`config.mk`:
```
export PLATFORM = sky130hd
export DESIGN_NAME = regfile_write_arbiter
export DESIGN_NICKNAME = d
export VERILOG_FILES = /design/src/rtl/regfile_write_arbiter.sv
export SDC_FILE = /design/constraint.sdc
export NUM_CORES = 1
export LEC_CHECK = 0
export ABC_AREA = 1
export BUFFER_PORTS_ARGS = -buffer_cell sky130_fd_sc_hd__clkbuf_2
export CORE_AREA = 2 2 85 87
export DETAILED_ROUTE_END_ITERATION = 16
export DIE_AREA = 0 0 87 89
export GPL_TIMING_DRIVEN = 0
export HOLD_SLACK_MARGIN = 0.15
export SYNTH_ARGS = -nofsm -noshare
export SYNTH_HDL_FRONTEND = slang
export SYNTH_SLANG_ARGS = --single-unit
```
`constraint.sdc`:
```
create_clock -name clk -period 3.85 [get_ports clk]
set_input_delay 0.5775 -clock clk [delete_from_list [all_inputs] [get_ports clk]]
set_output_delay 0.5775 -clock clk [all_outputs]
set_load 0.005 [all_outputs]
```
`src/rtl/regfile_write_arbiter.sv`:
```
// Two-requester round-robin write arbiter for the integer register file.
// After reset it optionally zero-fills x1..x31 before servicing writebacks.
module regfile_write_arbiter #(
   parameter int XLEN    = 64,
   parameter bit INIT_EN = 1'b1
) (
   input  logic            clk,
   input  logic            reset,
   input  logic            req0,
   input  logic [4:0]      rd0,
   input  logic [XLEN-1:0] data0,
   output logic            gnt0,
   input  logic            req1,
   input  logic [4:0]      rd1,
   input  logic [XLEN-1:0] data1,
   output logic            gnt1,
   output logic            RegWrite,
   output logic [4:0]      rd,
   output logic [XLEN-1:0] WriteData,
   output logic            busy,
   output logic            conflict
);

   typedef enum logic {
      ST_INIT = 1'b0,
      ST_RUN  = 1'b1
   } state_t;

   state_t          state_r;
   logic [4:0]      cnt_r;
   logic            last_r;

   logic            gnt0_s;
   logic            gnt1_s;
   logic            we_s;
   logic [4:0]      rd_s;
   logic [XLEN-1:0] wd_s;
   logic            busy_s;
   logic            conf_s;

   // Grant decode and write-port mux; zero latency so the grant and the write share a cycle.
   always_comb begin
      gnt0_s = 1'b0;
      gnt1_s = 1'b0;
      we_s   = 1'b0;
      rd_s   = 5'd0;
      wd_s   = {XLEN{1'b0}};
      busy_s = 1'b0;
      conf_s = 1'b0;
      if (reset) begin
         busy_s = 1'b0;
      end else begin
         case (state_r)
            ST_INIT: begin
               we_s   = 1'b1;
               rd_s   = cnt_r;
               busy_s = 1'b1;
            end
            ST_RUN: begin
               // On a tie, last_r == 1 means requester 1 won last time, so requester 0 goes now.
               if (req0 && req1) begin
                  conf_s = 1'b1;
                  if (last_r) begin
                     gnt0_s = 1'b1;
                  end else begin
                     gnt1_s = 1'b1;
                  end
               end else if (req0) begin
                  gnt0_s = 1'b1;
               end else if (req1) begin
                  gnt1_s = 1'b1;
               end else begin
                  conf_s = 1'b0;
               end

               if (gnt0_s) begin
                  rd_s = rd0;
                  wd_s = data0;
                  we_s = (rd0 != 5'd0);
               end else if (gnt1_s) begin
                  rd_s = rd1;
                  wd_s = data1;
                  we_s = (rd1 != 5'd0);
               end else begin
                  we_s = 1'b0;
               end
            end
            default: begin
               we_s = 1'b0;
            end
         endcase
      end
   end

   // Sequencer state, fill counter and last-grant pointer.
   always_ff @(posedge clk) begin
      if (reset) begin
         state_r <= INIT_EN ? ST_INIT : ST_RUN;
         cnt_r   <= 5'd1;
         last_r  <= 1'b1;
      end else begin
         case (state_r)
            ST_INIT: begin
               cnt_r <= cnt_r + 5'd1;
               if (cnt_r == 5'd31) begin
                  state_r <= ST_RUN;
               end else begin
                  state_r <= ST_INIT;
               end
            end
            ST_RUN: begin
               if (gnt0_s) begin
                  last_r <= 1'b0;
               end else if (gnt1_s) begin
                  last_r <= 1'b1;
               end else begin
                  last_r <= last_r;
               end
            end
            default: begin
               state_r <= ST_RUN;
            end
         endcase
      end
   end

   assign gnt0      = gnt0_s;
   assign gnt1      = gnt1_s;
   assign RegWrite  = we_s;
   assign rd        = rd_s;
   assign WriteData = wd_s;
   assign busy      = busy_s;
   assign conflict  = conf_s;

endmodule

```
==> results of run 1 <==
## through the flow
| step | util (%) | area [um2] | hold WS [ns] | power [mW] |
|---|---|---|---|---|
| 2_1_floorplan | - | 1350 | 0.461 | 0.0970 |
| 3_3_place_gp | 37.6 | 2530 | 0.479 | 0.175 |
| 3_5_place_dp | 37.6 | 2530 | 0.489 | 0.176 |
| 4_1_cts | 38.3 | 2570 | 0.496 | 0.284 |
| 5_1_grt | 38.3 | 2570 | 0.528 | 0.299 |
| 6_report | 38.3 | 2570 | 0.501 | 0.283 |
## cells in the mapped netlist (all sizes together)
library cell	n	area share, %
nand2	212	59
buf	15	11
inv	13	3.8
nor2	12	5.1
dfxtp	7	10
nand3	4	1.5
a21oi	3	1.1
o211ai	3	2.0
o21ai	3	1.1
a31oi	2	0.93
ha	2	1.9
a21o	1	0.56
a22o	1	0.65
nand4	1	0.46
nor3	1	0.37
## flip-flops by register name, indices dropped and copies added (netlist names)
register and count:
cnt_r 5, last_r 1, state_r 1
## per-layer routing
metal  GRT usage (%)  vias up
met1            18.8     1000
met2            27.5      122
met5               0        -
li1                -     1283
met4            3.98        0
met3            1.39        9
## power breakdown
group / internal (mW) / switching [mW]
logic: 0.0593 / 0.0363
clock network: 0.0719 / 0.0350
registers: 0.0768 / 0.00341
## worst reg2reg max path, delay by kind of cell, from the launching register on
family	cells	cell delay, ns
simple gates	2	0.18
compound gates	1	0.22
fa+ha+maj	2	0.43
flops	1	0.37
## final cells by class
type / count / area [um2] / area share, %
inverter: 13 / 51.3 / 1.99
clock buffer: 4 / 45.0 / 1.75
multi-input combinational: 245 / 1010 / 39.3
timing repair buffer: 215 / 1080 / 41.8
tap: 80 / 100 / 3.89
buffer: 15 / 148 / 5.74
sequential: 7 / 140 / 5.45
## placed cells by master, fill, tap and decap left out
master and count:
a21o_1 1, inv_1 10, ha_1 2, nor2_8 1, nand2_2 2, o211ai_2 1
nand2_1 210, inv_2 2, a22o_1 1, dfxtp_1 7, nor3_1 1, o21ai_0 3
buf_2 4, nor2_1 10, buf_8 1, clkbuf_1 1, nand4_1 1, buf_6 10
inv_4 1, clkbuf_2 215, nor2_4 1, clkbuf_8 3, nand3_1 4, a31oi_1 2
a21oi_1 3, o211ai_1 2
## cell families (layout without fill, tap and decap cells)
group	after synthesis	count (layout)	share of synthesized area, %
AO/OA/AOI/OAI	13	13	6.39
adder cells (fa/ha/maj)	2	2	1.85
buffers and inverters	28	247	14.7
flip-flops	7	7	10.4
AND/OR/NAND/NOR	230	230	66.7
## worst paths after layout
kind | slack (ns) | endpoint | cells past startpoint | start
worst min-delay path | 0.50 | last_r | 2 | last_r
worst max register to register | 2.53 | cnt_r[4] | 5 | cnt_r[0]
worst min register to register | 0.50 | last_r | 2 | last_r
worst max-delay path | 1.50 | WriteData[36] | 10 | req1
==> metrics.txt, run 1 <==
slew of the pin with the lowest slew margin=approximately 0.43 ns; CP Class=in -> out; Port Buffers=between 200 and 250; Die Width=slightly below 90 um; clock skew=0.00148 ns; FF+latch count, synth=7; RSZ-0062 raised after global routing=false; register area share after synthesis=about 10%; unique cell type count in the Yosys netlist=23; met3 routed WL=around 470 um; Residual DRC=0; leak pwr=about 1.8 nW; Mapped Area=around 0.0014 mm2; Clock transition at path regs=about 0.04 ns; Total Routing Usage GR=between 15 and 20%; final net count=about 640; Worst Hold Class=reg -> reg; CP max FO=10; slew margin rel.=a little under three quarters; Core Area=0.00672 mm2; CP Capture Type=output pin; Num CTS Buffers=3; Post-CTS Setup Repair Bufs=0; Synthesis Warnings=0; Max-Cap Viols=0; clk sinks=7; vias=~2,400; critical path launch point type=input pin; worst path buffer plus inverter count=6; hold-fix buffers at CTS=0; antenna viol nets, final=0; Placer Congestion=between 0.8 and 0.9; M1 WL=2.67 mm; post-DP HPWL=about 5.8 mm; std cell rows=30; WP data required=approximately 3.3 ns; fin worst setup slack=about 1.5 ns; Worst VDD drop=approximately 160 uV; Die Area=roughly 0.0077 mm2; drt total wl=between 6 and 7 mm; max incr delay on CP=between 0.2 and 0.3 ns; Fin. Hold Viols=0; Max clock buf depth=2; vias per cell=around 4.2; final critical-path required period=between 2 and 2.5 ns; first-pass GRT wire length=between 9 and 10 mm; DRT Pass-1 Iters=5; grt ovf=0; CTS root buf=clkbuf_8; Final Slew Violations=0; CP arrival=around 1.8 ns; metal2 WL=roughly 3.5 mm; post-synth net total=between 400 and 500; post-placement cell count=575; clk_lat worst skew=roughly 0.23 ns; routed len/inst=around 12 um; CTS H-tree depth=1; P&R area growth vs syn=90.4%; layout cells sized above 1=~48%; ANT cells=0; Top Family by Delay on Critical Path=buffers and inverters; power density cells=approximately 110 mW/mm2; vias in the first global route=2,036; Setup WS pre-CTS=around 1.5 ns; f_max=about 430 MHz; Slowest cell on crit path=a21oi_1; 1st-iter DRT viols=54; initial antenna violation count=0; final clock period utilization by the worst path=61.0%; I/O Pins=216; status=completed; CTS tree=built; critical-path cell list=clkbuf_2 > inv_1 > a21oi_1 > nand2_2 > inv_2 > buf_6 > buf_6 > nand2_1 > nand2_1 > clkbuf_2; largest net degree at the start of global routing=11; Post-Syn Instances=280; Top Metal Used=met4; Layout fillers=760; post_cts resized=0; final setup TNS=0 ns; setup violators final=0; Die Ht=around 89 um; Initial Util=between 20% and 30%; Syn Area/Cell=4.83 um2; Layout Cells excl Fill=just under 600
Note: power is estimated with default switching activity, not from simulation.
==> inputs of run 2 (changes only) <==
Settings changed: ABC_AREA 1 to 0.
Clock period 3.85 ns to 2.2 ns, I/O delays scaled along.
==> run 2 against run 1 <==
Effect of this change: non-clock buffer count up 3; die area unchanged; first-iteration DRC count down 30%; utilization down 3.3 points; sequential share of layout area up 0.51 points; routed wire length up 3.7%; sequential power up 78%; clock power up 73%; via count down 18%; count of clock-buffer cells in the layout unchanged.
==> metrics.txt, run 2 <==
FF-to-FF setup slack=0.91 ns (-1.62 ns); Total Power=498 uW (+76%); RSZ-0062 raised after global routing=false; std cell rows=30 (unchanged); net switching power=127 uW (+71%); r2r endpoint=cnt_r[4]; most used cell, CP=buf_6; Clock transition at path regs=0.04 ns (about the same); Seq pwr share=28.6% (+0.2 points); critical path depth=6 (-4); clk sinks=7 (unchanged); Area contributors post-synth=a22o_1 50%, dfxtp_1 12%, buf_2 5.8%, buf_6 5.0%, a221o_1 3.5%; most common cell in the synthesized netlist=a22o_1; cell taking the most area after synthesis=a22o_1; CP arrival=1.64 ns (-0.13 ns); Worst Hold Class=in -> reg; main flop type after synthesis=dfxtp_1; status=completed; EDFF count, synth=0 (unchanged); register area share after synthesis=12.4% (+2.0 points); Layout fillers=739 (-2.8%); WP data required=1.87 ns (-1.40 ns); final critical-path required period=approximately 2 ns; hold-fix buffers at CTS=0 (unchanged); gr busiest metal=met2; commonest non-fill, non-tap cell in the layout=clkbuf_2; final net count=497 (-23%); Biggest register=cnt_r; clk_lat worst skew=0.23 ns (about the same); slew of the pin with the lowest slew margin=0.277 ns (-0.148 ns); Max clock buf depth=2 (unchanged); multi-input logic area=865 um2 (-15%); Synth top area share=49.6% (-8.7 points); Synthesis Warnings=0 (unchanged); post-DP HPWL=6.16 mm (+6.0%); slew margin rel.=81.4% (+9.9 points); drt total wl=6.96 mm (+3.7%); Syn Area/Cell=8.49 um2 (+76%); critical-path cell list=nand2b_4 > and3_1 > buf_6 > buf_6 > a221o_1 > clkbuf_2; Mapped Area=0.00113 mm2 (-16%); DRT Pass-1 Iters=5 (unchanged); CTS tree=built; clock skew=0.00210 ns (+0.000628 ns); vias per cell=4.60 (+10%); switching share of power=25.6% (-0.85 points); worst path buffer plus inverter count=3 (-3); Die Width=87 um (unchanged); vias=1,986 (-18%); CP max FO=10 (unchanged); grt ovf=0 (unchanged); largest net degree at the start of global routing=11 (unchanged); ANT cells=0 (unchanged); crit path from=last_r; final setup TNS=0 ns (unchanged); fin worst setup slack=0.233 ns (-1.27 ns); Largest regs=cnt_r (5), last_r (1), state_r (1); leak pwr=1.45 nW (-20%); CP Capture Type=output pin; top cells by count, synth=64 x a22o_1, 13 x buf_2, 9 x nor2_1; Total Routing Usage GR=15.2% (+0.19 points); Setup WS pre-CTS=0.350 ns (-1.11 ns); unique cell type count in the Yosys netlist=24 (+4.3%); flip-flop and latch area=140 um2 (unchanged); Final Slew Violations=0 (unchanged); initial antenna violation count=0 (unchanged); Die Area=0.00774 mm2 (unchanged); f_max=slightly above 500 MHz; Reg2Reg Depth=5 (unchanged); worst hold margin=0.426 ns (-0.0754 ns); P&R area growth vs syn=108%; max reg flops=5 (unchanged); 1st-iter DRT viols=38 (-30%); CP Class=reg -> out; layout cells sized above 1=67.6% (+19 points); Post-Syn Instances=133 (-53%); I/O Pins=216 (unchanged); Slowest cell on crit path=a221o_1; GR Util met1=18.3% (-0.52 points); setup violators final=0 (unchanged); GR Layer Usage met2=28.2% (+0.69 points); most frequent cells in the layout=215 x clkbuf_2, 64 x a22o_1, 13 x buf_2; CTS root buf=clkbuf_8; first-pass GRT wire length=9.17 mm (-2.4%); final clock period utilization by the worst path=89.4%; Residual DRC=0 (unchanged); Top Family by Delay on Critical Path=buffers and inverters; FF+latch count, synth=7 (unchanged); vias in the first global route=1,778 (-13%); max incr delay on CP=0.35 ns (+0.08 ns); clock share of power=37.1% (-0.7 points); Fin. Hold Viols=0 (unchanged); Die Ht=89 um (unchanged); Cell Int Power=371 uW (+78%); GRT met3 Usage=1.75% (+0.37 points); CTS H-tree depth=1 (unchanged); post_cts resized=0 (unchanged); Port Buffers=215 (unchanged); combinational share of power=34.3% (+0.5 points); critical path launch point type=flop; share of flip-flops with an asynchronous set or reset=0% (unchanged); post-synth net total=277 (-35%); CP Capture Point=rd[1]; Num CTS Buffers=3 (unchanged); Core Area=0.00672 mm2 (unchanged); RR Startpoint=cnt_r[0]; Post-CTS Setup Repair Bufs=0 (unchanged); power density cells=212 mW/mm2 (+93%); Placer Congestion=0.884 (+2.8%); fin util=35.0% (-3.3 points); antenna viol nets, final=0 (unchanged); Max-Cap Viols=0 (unchanged); Worst VDD drop=355 uV (+120%); Initial Util=16.8% (-3.3 points); routed len/inst=16.1 um (+39%)
==> run 2: cell count changes in the layout (fill, tap and decap cells not counted), moves of 4 or more <==
cell,delta
and2_1,+5
nand2_1,-209
buf_2,+9
a221o_1,+4
buf_6,-5
a22o_1,+63
inv_1,-9
==> run 2: layout make-up <==
cell class,count,share of cell area [%]
Timing Repair Buffer,215,45.8
Clock buffer,4,1.92
Buffer,18,5.16
Multi-Input combinational cell,107,36.8
Tap cell,80,4.26
Inverter,1,0.160
Sequential cell,7,5.96
==> run 2: logic make-up after synthesis <==
| family | after synthesis | share of synthesized area (%) |
|---|---|---|
| AO/OA/AOI/OAI | 74 | 57.0 |
| AND/OR/NAND/NOR | 26 | 13.2 |
| buffers and inverters | 19 | 11.1 |
| flip-flops | 7 | 12.4 |
| XOR/XNOR | 3 | 2.33 |
| multiplexers | 2 | 1.77 |
| adder cells (fa/ha/maj) | 2 | 2.21 |
==> run 2: how the worst min path moves through the flow <==
| stage | startpoint | end | slack, ns | cells after the start |
|---|---|---|---|---|
| after floorplan | req1 | last_r | 0.48 | 2 |
| after global placement | last_r | last_r | 0.50 | 2 |
| after detailed placement | cnt_r[3] | cnt_r[3] | 0.52 | 2 |
| after CTS | req1 | last_r | 0.43 | 3 |
| after global routing | req1 | last_r | 0.45 | 3 |
| final | req1 | last_r | 0.43 | 3 |
==> run 2: power by group through the flow <==
stage	combinational [mW]	clock [mW]	sequential, mW
after global routing	0.189	0.199	0.144
after CTS	0.171	0.190	0.143
after detailed placement	0.170	0	0.145
after floorplan	0.0307	0	0.143
after global placement	0.167	0	0.144
final	0.171	0.185	0.143
==> run 2: worst min-delay path, delay by kind of cell <==
kind	cells	cell delay [ns]
compound gates	1	0.08
buf+inv	1	0.13
simple gates	1	0.07
==> run 2: per-layer routing <==
metal | routed length (um) | up-vias
li1 | - | 985
met1 | 2770 | 899
met2 | 3590 | 94
met3 | 459 | 8
met4 | 146 | 0
met5 | 0 | -
==> run 2: stage by stage <==
step / cell area (um2) / instances
after floorplan: 1130 / 133
after global placement: 2310 / 428
after detailed placement: 2310 / 428
after CTS: 2350 / 432
after global routing: 2350 / 432
final: 2350 / 432
==> inputs of run 3 (changes only) <==
Settings changed: PLACE_DENSITY set to 0.66.
==> run 3 against run 2 <==
Effect of this change: clock power increased by 5%; fmax decreased by 0.55%; utilization unchanged; power increased by 1.9%; die area unchanged; cell count unchanged; routed wire length decreased by 4.6%; sequential share of layout area unchanged; final area unchanged; worst hold slack got worse by 0.0079 ns; setup slack got worse by 0.011 ns.
==> metrics.txt, run 3 (synthesis gave the netlist of run 2 again) <==
status=completed; f_max=505 MHz (-0.55%); post-placement cell count=428 (unchanged); slew margin rel.=78.6% (-2.9 points); CTS H-tree depth=1 (unchanged); post_cts resized=0 (unchanged); most used cell, CP=buf_6; fin worst setup slack=0.222 ns (-0.0109 ns); final critical-path required period=1.98 ns (+0.0109 ns); CTS root buf=clkbuf_8; max incr delay on CP=0.35 ns (about the same); CP arrival=1.65 ns (about the same); leak pwr=1.45 nW (unchanged); Die Ht=89 um (unchanged); final clock period utilization by the worst path=89.9% (+0.50 points); clk sinks=7 (unchanged); crit path from=last_r; Num CTS Buffers=3 (unchanged); initial antenna violation count=0 (unchanged); Worst Hold Class=in -> reg; Placer Congestion=0.863 (-2.3%); Fin. Hold Viols=0 (unchanged); vias per cell=4.66 (+1.3%); CP Capture Type=output pin; post-DP HPWL=5.96 mm (-3.2%); Setup WS pre-CTS=0.332 ns (-0.0172 ns); Total Routing Usage GR=14.5% (-0.69 points); routed len/inst=15.4 um (-4.6%); grt ovf=0 (unchanged); Biggest register=cnt_r; Die Width=87 um (unchanged); final setup TNS=0 ns (unchanged); Port Buffers=215 (unchanged); placed instance area=0.00231 mm2 (unchanged); Max clock buf depth=2 (unchanged); vias=2,011 (+1.3%); setup violators final=0 (unchanged); Residual DRC=0 (unchanged); power density cells=216 mW/mm2 (+1.9%); RR Startpoint=cnt_r[0]; clk_lat worst skew=0.23 ns (about the same); Worst VDD drop=307 uV (-13%); 1st-iter DRT viols=43 (+13%); DRT Pass-1 Iters=4 (-1); final net count=497 (unchanged); Largest regs=cnt_r (5), last_r (1), state_r (1); Post-CTS Setup Repair Bufs=0 (unchanged); hold path start=req1; Slowest cell on crit path=a221o_1; critical path launch point type=flop; WP data required=1.87 ns (about the same); Layout Cells excl Fill=432 (unchanged); fin util=35.0% (unchanged); I/O Pins=216 (unchanged); Core Area=0.00672 mm2 (unchanged); layout cells sized above 1=67.6% (unchanged); ANT cells=0 (unchanged); commonest non-fill, non-tap cell in the layout=clkbuf_2; Max-Cap Viols=0 (unchanged); P&R area growth vs syn=108% (unchanged); worst hold margin=0.418 ns (-0.00790 ns); clock skew=0.000397 ns (-0.00171 ns); first-pass GRT wire length=8.64 mm (-5.8%); Total Power=508 uW (+1.9%); CTS tree=built; slew of the pin with the lowest slew margin=0.320 ns (+0.0427 ns); max reg flops=5 (unchanged); std cell rows=30 (unchanged); most frequent cells in the layout=215 x clkbuf_2, 64 x a22o_1, 13 x buf_2; flip-flop and latch area=140 um2 (unchanged); Die Area=0.00774 mm2 (unchanged); CP max FO=10 (unchanged); RSZ-0062 raised after global routing=false; cell area after layout=0.00235 mm2 (unchanged); largest net degree at the start of global routing=11 (unchanged); multi-input logic area=865 um2 (unchanged); Initial Util=16.8% (unchanged); Clock transition at path regs=0.04 ns (about the same); Layout fillers=726 (-1.8%); CP Class=reg -> out; Final Slew Violations=0 (unchanged); critical-path cell list=nand2b_4 > and3_1 > buf_6 > buf_6 > a221o_1 > clkbuf_2; hold-fix buffers at CTS=0 (unchanged); antenna viol nets, final=0 (unchanged); vias in the first global route=1,745 (-1.9%); drt total wl=6.64 mm (-4.6%); FF-to-FF setup slack=0.90 ns (about the same)
## run 3: cell counts in the layout (fill, tap and decap cells not counted)
No cell type changed its count.
## run 3: power by group
part	internal, mW	leakage, nW	switching (mW)
logic	0.110	1.37	0.0608
registers	0.135	0.0573	0.00818
clock network	0.126	0.0228	0.0672
## run 3: metal layers
metal | global-route usage (%) | part of all wire (%)
met1 | 17.0 | 39
met2 | 26.8 | 52
met3 | 2.22 | 7.1
met4 | 5.11 | 1.9
met5 | 0 | 0
## run 3: final timing paths
path,endpoint,depth (start not counted)
min reg2reg,cnt_r[4],2
min,last_r,3
max reg2reg,cnt_r[4],5
max,rd[1],6
## run 3: cell type report
| class | instances | area share (%) |
|---|---|---|
| repair buffers | 215 | 45.8 |
| multi-input cells | 107 | 36.8 |
| flip-flops and latches | 7 | 5.96 |
| plain buffers | 18 | 5.16 |
| well taps | 80 | 4.26 |
| clock buffers | 4 | 1.92 |
| inverters | 1 | 0.160 |
## run 3: critical path, delay by kind of cell, from the launching register on
family	cells	cell delay [ns]
buffers and inverters	3	0.39
and+or+nand+nor	2	0.34
DFF	1	0.34
AOI/OAI and AO/OA	1	0.35
